$ cat config.mk
export PLATFORM = sky130hd
export DESIGN_NAME = mole_scheduler
export DESIGN_NICKNAME = d
export VERILOG_FILES = /design/src/rtl/mole_scheduler.sv
export SDC_FILE = /design/constraint.sdc
export NUM_CORES = 1
export LEC_CHECK = 0
export BUFFER_PORTS_ARGS = -buffer_cell sky130_fd_sc_hd__buf_2
export CAP_MARGIN = 20
export CORE_MARGIN = 2
export CORE_UTILIZATION = 45
export CTS_CLUSTER_DIAMETER = 50
export CTS_CLUSTER_SIZE = 16
export DETAILED_ROUTE_END_ITERATION = 10
export PLACE_DENSITY = 0.65
export SYNTH_ARGS = -nofsm -noshare
export SYNTH_HDL_FRONTEND = slang
export SYNTH_SLANG_ARGS = --single-unit
$ cat constraint.sdc
create_clock -name clk -period 3.25 [get_ports clk]
set_input_delay 0.1625 -clock clk [delete_from_list [all_inputs] [get_ports clk]]
set_output_delay 0.1625 -clock clk [all_outputs]
set_load 0.02 [all_outputs]
$ cat src/rtl/mole_scheduler.sv
// Whack-a-mole round sequencer: picks a box from the LFSR, shows the mole for a
// fixed number of ticks, judges whacks and keeps score, misses and round count.
module mole_scheduler #(
    parameter int TICK_DIV   = 50_000_000,
    parameter int SHOW_TICKS = 2,
    parameter int GAP_TICKS  = 1,
    parameter int MAX_ROUNDS = 20
) (
    input  logic       clk,
    input  logic       reset,
    input  logic       start,
    input  logic [3:0] hit,
    input  logic [2:0] lfsr_state,
    output logic       lfsr_enable,
    output logic [3:0] mole_onehot,
    output logic [2:0] mole_box,
    output logic [7:0] score,
    output logic [7:0] misses,
    output logic [7:0] round,
    output logic       hit_pulse,
    output logic       miss_pulse,
    output logic       wrong_pulse,
    output logic       busy,
    output logic       game_over
);

    typedef enum logic [2:0] {S_IDLE, S_PICK, S_SHOW, S_GAP, S_OVER} state_t;

    localparam int TCW  = (TICK_DIV > 1) ? $clog2(TICK_DIV) : 1;
    localparam int MAXT = (SHOW_TICKS > GAP_TICKS) ? SHOW_TICKS : GAP_TICKS;
    localparam int TNW  = (MAXT > 1) ? $clog2(MAXT) : 1;
    localparam logic [TCW-1:0] TICK_LAST  = TCW'(TICK_DIV - 1);
    localparam logic [TNW-1:0] SHOW_LAST  = TNW'(SHOW_TICKS - 1);
    localparam logic [TNW-1:0] GAP_LAST   = TNW'(GAP_TICKS - 1);
    localparam logic [7:0]     ROUND_LAST = 8'(MAX_ROUNDS);

    state_t           state_reg, state_next;
    logic [TCW-1:0]   tick_cnt_reg, tick_cnt_next;
    logic [TNW-1:0]   tick_num_reg, tick_num_next;
    logic [2:0]       mole_box_reg, mole_box_next;
    logic [3:0]       mole_onehot_reg;
    logic [2:0]       last_box_reg, last_box_next;
    logic [7:0]       score_reg, score_next;
    logic [7:0]       misses_reg, misses_next;
    logic [7:0]       round_reg, round_next;
    logic             hit_pulse_reg, hit_pulse_next;
    logic             miss_pulse_reg, miss_pulse_next;
    logic             wrong_pulse_reg, wrong_pulse_next;

    logic             tick;
    logic             hit_match;
    logic             hit_other;
    logic [2:0]       candidate;
    logic [7:0]       round_inc;
    logic [3:0]       onehot_dec;

    // 001/010/100 -> 1, 011/101 -> 2, 110 -> 3, 000/111 -> 4
    function automatic logic [2:0] map_box(input logic [2:0] s);
        logic [2:0] b;
        case (s)
            3'b001, 3'b010, 3'b100: b = 3'd1;
            3'b011, 3'b101:         b = 3'd2;
            3'b110:                 b = 3'd3;
            default:                b = 3'd4;
        endcase
        return b;
    endfunction

    assign tick      = (tick_cnt_reg == TICK_LAST);
    assign hit_match = |(hit & mole_onehot_reg);
    assign hit_other = |(hit & ~mole_onehot_reg);
    assign candidate = map_box(lfsr_state);
    assign round_inc = round_reg + 8'd1;

    // Lit-box decode of the next box so the one-hot output is registered with it
    genvar gi;
    generate
        for (gi = 0; gi < 4; gi++) begin : g_decode
            assign onehot_dec[gi] = (mole_box_next == 3'(gi + 1));
        end
    endgenerate

    always_ff @(posedge clk) begin
        if (reset) begin
            state_reg       <= S_IDLE;
            tick_cnt_reg    <= '0;
            tick_num_reg    <= '0;
            mole_box_reg    <= 3'd0;
            mole_onehot_reg <= 4'd0;
            last_box_reg    <= 3'd0;
            score_reg       <= 8'd0;
            misses_reg      <= 8'd0;
            round_reg       <= 8'd0;
            hit_pulse_reg   <= 1'b0;
            miss_pulse_reg  <= 1'b0;
            wrong_pulse_reg <= 1'b0;
        end else begin
            state_reg       <= state_next;
            tick_cnt_reg    <= tick_cnt_next;
            tick_num_reg    <= tick_num_next;
            mole_box_reg    <= mole_box_next;
            mole_onehot_reg <= onehot_dec;
            last_box_reg    <= last_box_next;
            score_reg       <= score_next;
            misses_reg      <= misses_next;
            round_reg       <= round_next;
            hit_pulse_reg   <= hit_pulse_next;
            miss_pulse_reg  <= miss_pulse_next;
            wrong_pulse_reg <= wrong_pulse_next;
        end
    end

    always_comb begin
        state_next       = state_reg;
        tick_cnt_next    = tick ? '0 : tick_cnt_reg + 1'b1;
        tick_num_next    = tick ? tick_num_reg + 1'b1 : tick_num_reg;
        mole_box_next    = mole_box_reg;
        last_box_next    = last_box_reg;
        score_next       = score_reg;
        misses_next      = misses_reg;
        round_next       = round_reg;
        hit_pulse_next   = 1'b0;
        miss_pulse_next  = 1'b0;
        wrong_pulse_next = 1'b0;

        case (state_reg)
            S_IDLE, S_OVER: begin
                mole_box_next = 3'd0;
                if (start) begin
                    score_next    = 8'd0;
                    misses_next   = 8'd0;
                    round_next    = 8'd0;
                    last_box_next = 3'd0;
                    state_next    = S_PICK;
                end
            end
            S_PICK: begin
                // Never show the same box twice in a row; the LFSR keeps moving
                if (candidate != last_box_reg) begin
                    mole_box_next = candidate;
                    last_box_next = candidate;
                    tick_cnt_next = '0;
                    tick_num_next = '0;
                    state_next    = S_SHOW;
                end
            end
            S_SHOW: begin
                if (hit_match) begin
                    score_next     = (score_reg == 8'hFF) ? score_reg : score_reg + 8'd1;
                    hit_pulse_next = 1'b1;
                    mole_box_next  = 3'd0;
                    tick_cnt_next  = '0;
                    tick_num_next  = '0;
                    state_next     = S_GAP;
                end else begin
                    wrong_pulse_next = hit_other;
                    if (tick && tick_num_reg == SHOW_LAST) begin
                        misses_next     = (misses_reg == 8'hFF) ? misses_reg : misses_reg + 8'd1;
                        miss_pulse_next = 1'b1;
                        mole_box_next   = 3'd0;
                        tick_cnt_next   = '0;
                        tick_num_next   = '0;
                        state_next      = S_GAP;
                    end
                end
            end
            S_GAP: begin
                mole_box_next = 3'd0;
                if (tick && tick_num_reg == GAP_LAST) begin
                    round_next = round_inc;
                    state_next = (round_inc == ROUND_LAST) ? S_OVER : S_PICK;
                end
            end
            default: state_next = S_IDLE;
        endcase
    end

    assign lfsr_enable = ~reset;
    assign mole_onehot = mole_onehot_reg;
    assign mole_box    = mole_box_reg;
    assign score       = score_reg;
    assign misses      = misses_reg;
    assign round       = round_reg;
    assign hit_pulse   = hit_pulse_reg;
    assign miss_pulse  = miss_pulse_reg;
    assign wrong_pulse = wrong_pulse_reg;
    assign busy        = (state_reg == S_PICK) || (state_reg == S_SHOW) || (state_reg == S_GAP);
    assign game_over   = (state_reg == S_OVER);

endmodule
==> out/results.tsv, run 1 <==
metric	value	unit
cell-internal power	1.38	mW
final WL	6970	µm
dpl hpwl	4900	µm
Setup Skew	0.00899	ns
HP Class	in2reg	
min setup slack post-route	0.635	ns
Top Ports	47	
final setup fails	0	
synthesized area	3250	µm²
H-tree levels	3	
switching power share of the total	32.6	%
number of remaining DRC errors	0	
clk buf depth	2	
cell count of the worst reg-to-reg path	9	
Crit Path Max Fanout	17	
Worst-Margin Slew	0.650	ns
reported leakage power	1.48	nW
fmax	0.382	GHz
syn avg cell area	8.25	µm²
die width	89.0	µm
number of CTS-inserted buffers	9	
CTS tree	built	
WS Path Type	reg2reg	
# clock sinks	67	
Clk network pwr share	33.1	%
worst vdd ir	0.265	mV
Yosys reg bits	67	
CORE AREA	6910	µm²
I/O Buffers	46	
slew margin rel.	56.1	%
# hold bufs at CTS	0	
Synth area leader	dfxtp_1	
WP data required	3.52	ns
crit start category	flop	
RSZ-0062 raised after global routing	false	
sw power	666	µW
number of global-route vias before repair	2490	
clock root cell	clkbuf_8	
layout cell share with drive strength beyond 1	16.2	%
antenna-violating nets left	0	
First DRT Iteration DRCs	101	
crit-path cells	nand3_1 > nor2_1 > nand3_1 > nor3_2 > buf_4 > ha_1 > nand4b_1 > or3_1 > a21oi_1	
max-cap violations	0	
first-pass GRT wire length	11700	µm
final hold violation count	0	
global-route usage over all layers	18.6	%
worst hold path depth	3	
ys async rst share	0	%
Gate power share	22.1	%
Place WS	0.658	ns
flip-flop count of the largest register after layout	26	
CP endpoint kind	flop	
count leader, synth	dfxtp_1	
largest net degree at the start of global routing	28	
DIE AREA	7920	µm²
CP most frequent cell	nand3_1	
initial core utilization	47.1	%
final worst path period share	80.4	%
chip height	89.0	µm
top cells by count, synth	dfxtp_1 (67), nor2_1 (34), nand2_1 (29)	
Slowest cell on crit path	or3_1	
detail-routed net length per standard cell	12.9	µm
number of synthesized flops with an enable pin	0	
Synth top area share	41.2	%
Syn-to-layout area delta	16.1	%
CP arrival	2.88	ns
minimum clock period	2.61	ns
Top FF cell, synth	dfxtp_1	
sequential-to-total area share from yosys stat	41.2	%
Syn Nets	410	
Std-Cell Rows	30	
top post-synthesis cells by area	dfxtp_1 (41%), xor2_1 (5.4%), nor3_1 (4.0%)	
via/cell ratio	5.43	
DR vias	2932	
PwrDens	542	nW/µm²
final hold slack	0.153	ns
nets	455	
first drt pass iteration count	4	
outcome	completed	
Slew Limit Fails	0	
initial antenna violation count	0	
R2R setup slack	0.64	ns
fillers	680	
post_cts resized	0	
Clk Latency, worst-skew pair	0.34	ns
ANT cells	0	
Yosys warning total	0	
post-CTS setup repair buffer count	0	
Cells after Synth	394	
GPL Wtd Cong	0.792	
grt ovf	0	
slowest stage delay, CP	0.47	ns
post-synth cell types	47	
Seq pwr share	44.8	%
Reg clk slew, reported paths	0.07	ns
setup tns final	0	ns
==> routing by layer <==
layer	GRT usage, %	routed length (µm)	up-vias
met4	7.73	109	0
met2	27.8	3120	35
li1	-	-	1520
met1	26.2	3550	1367
met3	3.60	189	10
met5	0	0	-
==> critical path: cells and delay by family (launching register included) <==
family                   cells  cell delay, ns
buffers and inverters        1            0.26
AO/OA/AOI/OAI                1            0.14
AND/OR/NAND/NOR              6            1.52
flip-flops                   1            0.39
adder cells (fa/ha/maj)      1            0.24
==> cells in the final DEF (no fill, tap or decap), types with 3 or more instances in the layout <==
master	synthesis	layout
xor2_1	20	20
nor3_1	26	25
nand4_1	10	10
nor4_1	4	4
o21a_1	3	3
nand3b_1	6	6
clkinv_2	0	3
a31oi_1	6	5
and2_1	7	7
and3_1	15	15
o21ai_0	20	20
o31ai_1	3	3
dfxtp_1	67	67
nor2_1	34	34
ha_1	6	6
buf_2	5	46
buf_4	0	5
a21oi_1	25	25
nor4bb_1	3	3
nor3b_1	7	7
nand2_1	29	29
inv_1	11	11
clkbuf_8	0	10
and4_1	3	3
nand3_1	24	24
o211ai_1	3	3
or4_1	5	5
or3_1	9	9
xnor2_1	6	6
==> power by group through the flow <==
stage               Clock, mW  Combinational, mW  Sequential [mW]
global placement            0              0.450            0.932
global route            0.734              0.513            0.925
detailed placement          0              0.454            0.934
finish                  0.677              0.452            0.917
floorplan                   0              0.347            0.921
CTS                     0.691              0.455            0.915
==> cells by family (layout without fill, tap and decap cells) <==
logic type / count (synthesis) / count (layout) / synth area share, %
xor gates and xnor gates: 26 / 26 / 7.00
AOI/OAI and AO/OA: 74 / 74 / 13.7
DFF: 67 / 67 / 41.2
adders and majority gates: 6 / 6 / 2.31
and+or+nand+nor: 193 / 193 / 32.3
buffers and inverters: 28 / 78 / 3.42
==> layout make-up <==
type / instances / area [µm²] / area share, %
Timing Repair Buffer: 51 / 268 / 7.09
Sequential cell: 67 / 1340 / 35.5
Tap cell: 96 / 120 / 3.18
Clock buffer: 11 / 141 / 3.75
Clock inverter: 5 / 52.6 / 1.39
Multi-Input combinational cell: 299 / 1810 / 48.0
Inverter: 11 / 41.3 / 1.09
==> path summary, 6_finish.rpt <==
path                                     to       startpoint
worst max register to register     round[7]  tick_cnt_reg[2]
worst min register to register     score[5]         score[5]
worst max-delay path               round[7]  tick_cnt_reg[2]
worst min-delay path            wrong_pulse           hit[3]
==> through the flow <==
stage | utilization [%] | cells | power [mW] | area, µm²
finish | 54.7 | 540 | 2.05 | 3770
global route | 54.7 | 540 | 2.17 | 3770
CTS | 54.7 | 540 | 2.06 | 3770
detailed placement | 51.8 | 524 | 1.39 | 3580
global placement | 51.8 | 524 | 1.38 | 3580
floorplan | - | 394 | 1.27 | 3250
Note: power is estimated with default switching activity, not from simulation.
==> run 2: changes to the inputs <==
Settings changed: PLACE_DENSITY 0.65 to 0.68.
Clock period 3.25 ns to 2.4 ns, I/O delays scaled along.
==> out/results.tsv, run 2 (synthesis gave the netlist of run 1 again) <==
metric	value	unit
Clk Latency, worst-skew pair	0.35	ns
Worst-Margin Slew	0.544	ns
ANT cells	0	
max-cap violations	0	
I/O Buffers	46	
RSZ-0062 raised after global routing	true	
final setup fails	0	
final WL	7720	µm
chip height	89.0	µm
layout cell share with drive strength beyond 1	23.3	%
commonest non-fill, non-tap cell in the layout	dfxtp_1	
min setup slack post-route	0.160	ns
Place WS	-0.0494	ns
First DRT Iteration DRCs	125	
worst hold path depth	3	
WP data required	2.67	ns
number of remaining DRC errors	0	
worst vdd ir	0.360	mV
CTS tree	built	
final hold violation count	0	
die width	89.0	µm
crit start category	flop	
largest net degree at the start of global routing	28	
R2R setup slack	0.16	ns
DR vias	3118	
antenna-violating nets left	0	
R2R Path End	misses[7]	
cell count of the worst reg-to-reg path	8	
Placed Area	3810	µm²
Syn-to-layout area delta	26.2	%
nets	485	
Std-Cell Rows	30	
# clock sinks	67	
Setup Skew	0.0102	ns
GPL Wtd Cong	0.856	
WS Path Type	reg2reg	
CORE AREA	6910	µm²
Worst R2R Start	tick_cnt_reg[12]	
reported leakage power	1.67	nW
final hold slack	0.0921	ns
number of CTS-inserted buffers	9	
fmax	0.446	GHz
clock root cell	clkbuf_8	
detail-routed net length per standard cell	13.6	µm
H-tree levels	3	
first drt pass iteration count	4	
dpl hpwl	5390	µm
Top Ports	47	
hold endpoint	wrong_pulse	
fillers	667	
global-route usage over all layers	20.1	%
CP arrival	2.51	ns
minimum clock period	2.24	ns
Slew Limit Fails	0	
outcome	completed	
PwrDens	748	nW/µm²
DIE AREA	7920	µm²
via/cell ratio	5.48	
first-pass GRT wire length	12500	µm
Crit Path Max Fanout	7	
clk buf depth	2	
initial core utilization	47.1	%
number of global-route vias before repair	2711	
post-route cell area	4100	µm²
Reg clk slew, reported paths	0.07	ns
slew margin rel.	63.7	%
CP endpoint kind	flop	
most frequent cells in the layout	dfxtp_1 (67), buf_2 (46), nor2_1 (33), buf_4 (32), nand2_1 (29)	
grt ovf	0	
flip-flop count of the largest register after layout	26	
initial antenna violation count	0	
final worst path period share	93.3	%
HP Class	in2reg	
# hold bufs at CTS	0	
hold_sp	hit[3]	
-- run 2: cell types whose count changed in the layout (fill, tap and decap cells not counted), sizes merged --
cell / before / now
buf: 51 / 80
bufinv: 1 / 2
clkbuf: 11 / 10
clkinv: 3 / 2
o21a: 3 / 4
-- run 2: worst max-delay path by stage --
| stage | from | to | slack (ns) |
|---|---|---|---|
| floorplan | tick_cnt_reg[10] | misses[7] | 0.03 |
| global placement | tick_cnt_reg[15] | mole_onehot[3] | -0.05 |
| detailed placement | tick_cnt_reg[4] | mole_onehot[3] | -0.05 |
| CTS | tick_cnt_reg[4] | misses[7] | 0.0008 |
| global route | tick_cnt_reg[4] | misses[7] | -0.009 |
| finish | tick_cnt_reg[12] | misses[7] | 0.16 |
-- run 2: layer usage --
metal / global-route usage [%] / wire length (µm)
met1: 27.2 / 3660
met2: 31.3 / 3640
met3: 3.23 / 269
met4: 9.63 / 151
met5: 0 / 0
-- run 2: metrics by stage --
step | instances | total power [mW] | util (%) | setup TNS, ns
final | 569 | 3.07 | 59.4 | 0
after global routing | 569 | 3.24 | 59.4 | -0.00858
after CTS | 564 | 3.05 | 58.3 | 0
after detailed placement | 549 | 2.01 | 55.1 | -0.0494
after global placement | 549 | 2.00 | 55.1 | -0.0475
after floorplan | 394 | 1.72 | - | 0
-- run 2: final cells by class --
class / instances / area, µm² / area share [%]
Timing Repair Buffer: 80 / 502 / 12.2
Tap cell: 96 / 120 / 2.93
Clock buffer: 10 / 138 / 3.35
Sequential cell: 67 / 1340 / 32.7
Clock inverter: 5 / 77.6 / 1.89
Multi-Input combinational cell: 300 / 1880 / 45.9
Inverter: 11 / 41.3 / 1.01
-- run 2: timing repair --
item / 4_1_cts / 5_1_grt
gates resized for setup: 1 / 9
setup endpoints to repair: 1 / 17
pin swaps: 0 / 3
cloned: 0 / 1
setup buffers: 0 / 4
-- run 2: worst max-delay path, stage by stage (launching register included) --
cell and delay [ns]:
dfxtp_1 0.33, nor4bb_1 0.26, nand3_1 0.15, nor3_4 0.26, ha_4 0.17, o21ai_1 0.11
o21a_2 0.26, or4_1 0.47, a21oi_1 0.15
-- run 2: power breakdown --
part	total [mW]	internal, mW	switching (mW)
clock	1.03	0.604	0.425
sequential	1.21	1.17	0.0393
combinational	0.833	0.331	0.502
total	3.07	2.10	0.966
==> run 3: changes to the inputs <==
--- a/config.mk
+++ b/config.mk
@@ -11,2 +11,3 @@
 export CORE_UTILIZATION = 45
+export CTS_BUF_LIST = sky130_fd_sc_hd__clkbuf_16
 export CTS_CLUSTER_DIAMETER = 50
@@ -14,2 +15,3 @@
 export DETAILED_ROUTE_END_ITERATION = 10
+export HOLD_SLACK_MARGIN = 0.06
 export PLACE_DENSITY = 0.68
==> constraint.sdc (replaced) <==
create_clock -name clk -period 2.4 [get_ports clk]
set_input_delay 0 -clock clk [delete_from_list [all_inputs] [get_ports clk]]
set_output_delay 0 -clock clk [all_outputs]
set_load 0.02 [all_outputs]
==> out/results.tsv, run 3 (synthesis gave the netlist of run 1 again) <==
metric	value	unit
outcome	completed	
initial antenna violation count	0	
DIE AREA	7920	µm²
CP endpoint kind	flop	
GPL Wtd Cong	0.856	
Syn-to-layout area delta	30.0	%
placed cells	549	
Std-Cell Rows	30	
chip height	89.0	µm
CTS tree	built	
CP arrival	2.53	ns
final hold violation count	0	
most frequent cells in the layout	dfxtp_1 (67), buf_2 (46), nor2_1 (33), buf_4 (32), nand2_1 (29)	
clock root cell	clkbuf_16	
largest net degree at the start of global routing	28	
CORE AREA	6910	µm²
minimum clock period	2.27	ns
detail-routed net length per standard cell	13.9	µm
ANT cells	0	
Setup Skew	0.00542	ns
Slowest cell on crit path	or4_1	
slowest stage delay, CP	0.49	ns
H-tree levels	3	
PwrDens	807	nW/µm²
reported leakage power	1.72	nW
slew margin rel.	63.7	%
dpl hpwl	5390	µm
HP Class	in2reg	
Crit Path Max Fanout	7	
setup tns final	0	ns
worst vdd ir	0.460	mV
R2R Path End	misses[7]	
WS Path Type	reg2reg	
Non-Filler Instances	571	
number of CTS-inserted buffers	9	
die width	89.0	µm
flip-flop count of the largest register after layout	26	
Worst R2R Start	tick_cnt_reg[4]	
Slew Limit Fails	0	
final worst path period share	94.7	%
min setup slack post-route	0.128	ns
max-cap violations	0	
I/O Buffers	46	
fmax	0.440	GHz
final setup fails	0	
DR vias	3162	
Place WS	-0.0494	ns
crit-path cells	nand3_2 > nor2_2 > nand3_2 > nor3_4 > ha_4 > o21ai_1 > o21a_2 > or4_1 > a21oi_2	
CP startpoint	tick_cnt_reg[4]	
multi-input logic area	1900	µm²
Clk Latency, worst-skew pair	0.32	ns
R2R setup slack	0.13	ns
Worst-Margin Slew	0.545	ns
commonest non-fill, non-tap cell in the layout	dfxtp_1	
nets	487	
Placed Area	3810	µm²
hold endpoint	state_reg[2]	
RSZ-0062 raised after global routing	false	
final WL	7950	µm
cell count of the worst reg-to-reg path	9	
Top Ports	47	
via/cell ratio	5.54	
hold_sp	start	
post-route cell area	4230	µm²
number of remaining DRC errors	0	
final hold slack	0.112	ns
fillers	646	
First DRT Iteration DRCs	134	
antenna-violating nets left	0	
# clock sinks	67	
clk buf depth	2	
grt ovf	0	
crit start category	flop	
initial core utilization	47.1	%
worst hold path depth	4	
WP data required	2.66	ns
Register Area	1340	µm²
first-pass GRT wire length	12600	µm
CP most frequent cell	nand3_2	
CP bufs+invs	0	
global-route usage over all layers	20.3	%
first drt pass iteration count	4	
CP top delay family	simple AND/OR/NAND/NOR gates	
Reg clk slew, reported paths	0.05	ns
layout cell share with drive strength beyond 1	23.6	%
number of global-route vias before repair	2728	
## run 3: repair_timing
action | CTS | global route
hold buffers | 2 | 0
pin swaps | 0 | 5
endpoints found under the hold margin | 1 | 0
gates resized for setup | 2 | 11
cloned | 0 | 1
buffers inserted | 0 | 4
endpoints found under the setup margin | 2 | 14
## run 3: final cells by class
| cell class | instances | area share [%] |
|---|---|---|
| clock buffers | 9 | 5.33 |
| inverters | 11 | 0.977 |
| repair buffers | 82 | 12.3 |
| clock inverters | 6 | 1.92 |
| multi-input cells | 300 | 44.9 |
| well taps | 96 | 2.84 |
| flip-flops and latches | 67 | 31.7 |
## run 3: where the power goes
group / leakage, nW / internal, mW / switching, mW / total, mW
registers: 0.541 / 1.17 / 0.0399 / 1.21
logic: 1.03 / 0.340 / 0.510 / 0.850
clock network: 0.149 / 0.895 / 0.457 / 1.35
total: 1.72 / 2.40 / 1.01 / 3.41
## run 3: how the worst max path moves through the flow
stage / to / depth (start not counted)
after floorplan: misses[7] / 9
after detailed placement: mole_onehot[3] / 10
after global routing: misses[7] / 8
after CTS: round[6] / 11
final: misses[7] / 9
after global placement: mole_onehot[3] / 9
## run 3: routing by layer
layer	global-route usage, %	part of all wire, %	wire, µm
met1	27.5	47	3720
met2	31.9	48	3780
met3	3.51	4.2	337
met4	8.82	1.4	112
met5	0	0	0
## run 3: stage by stage
| step | total power, mW | util, % |
|---|---|---|
| after floorplan | 1.72 | - |
| after global placement | 2.00 | 55.1 |
| after detailed placement | 2.01 | 55.1 |
| after CTS | 3.37 | 60.0 |
| after global routing | 3.59 | 61.2 |
| final | 3.41 | 61.2 |
## run 3: worst register-to-register path, delay by kind of cell (launching register included)
family / cells / cell delay [ns]
simple gates: 5 / 1.18
compound gates: 3 / 0.52
flops: 1 / 0.36
fa+ha+maj: 1 / 0.17
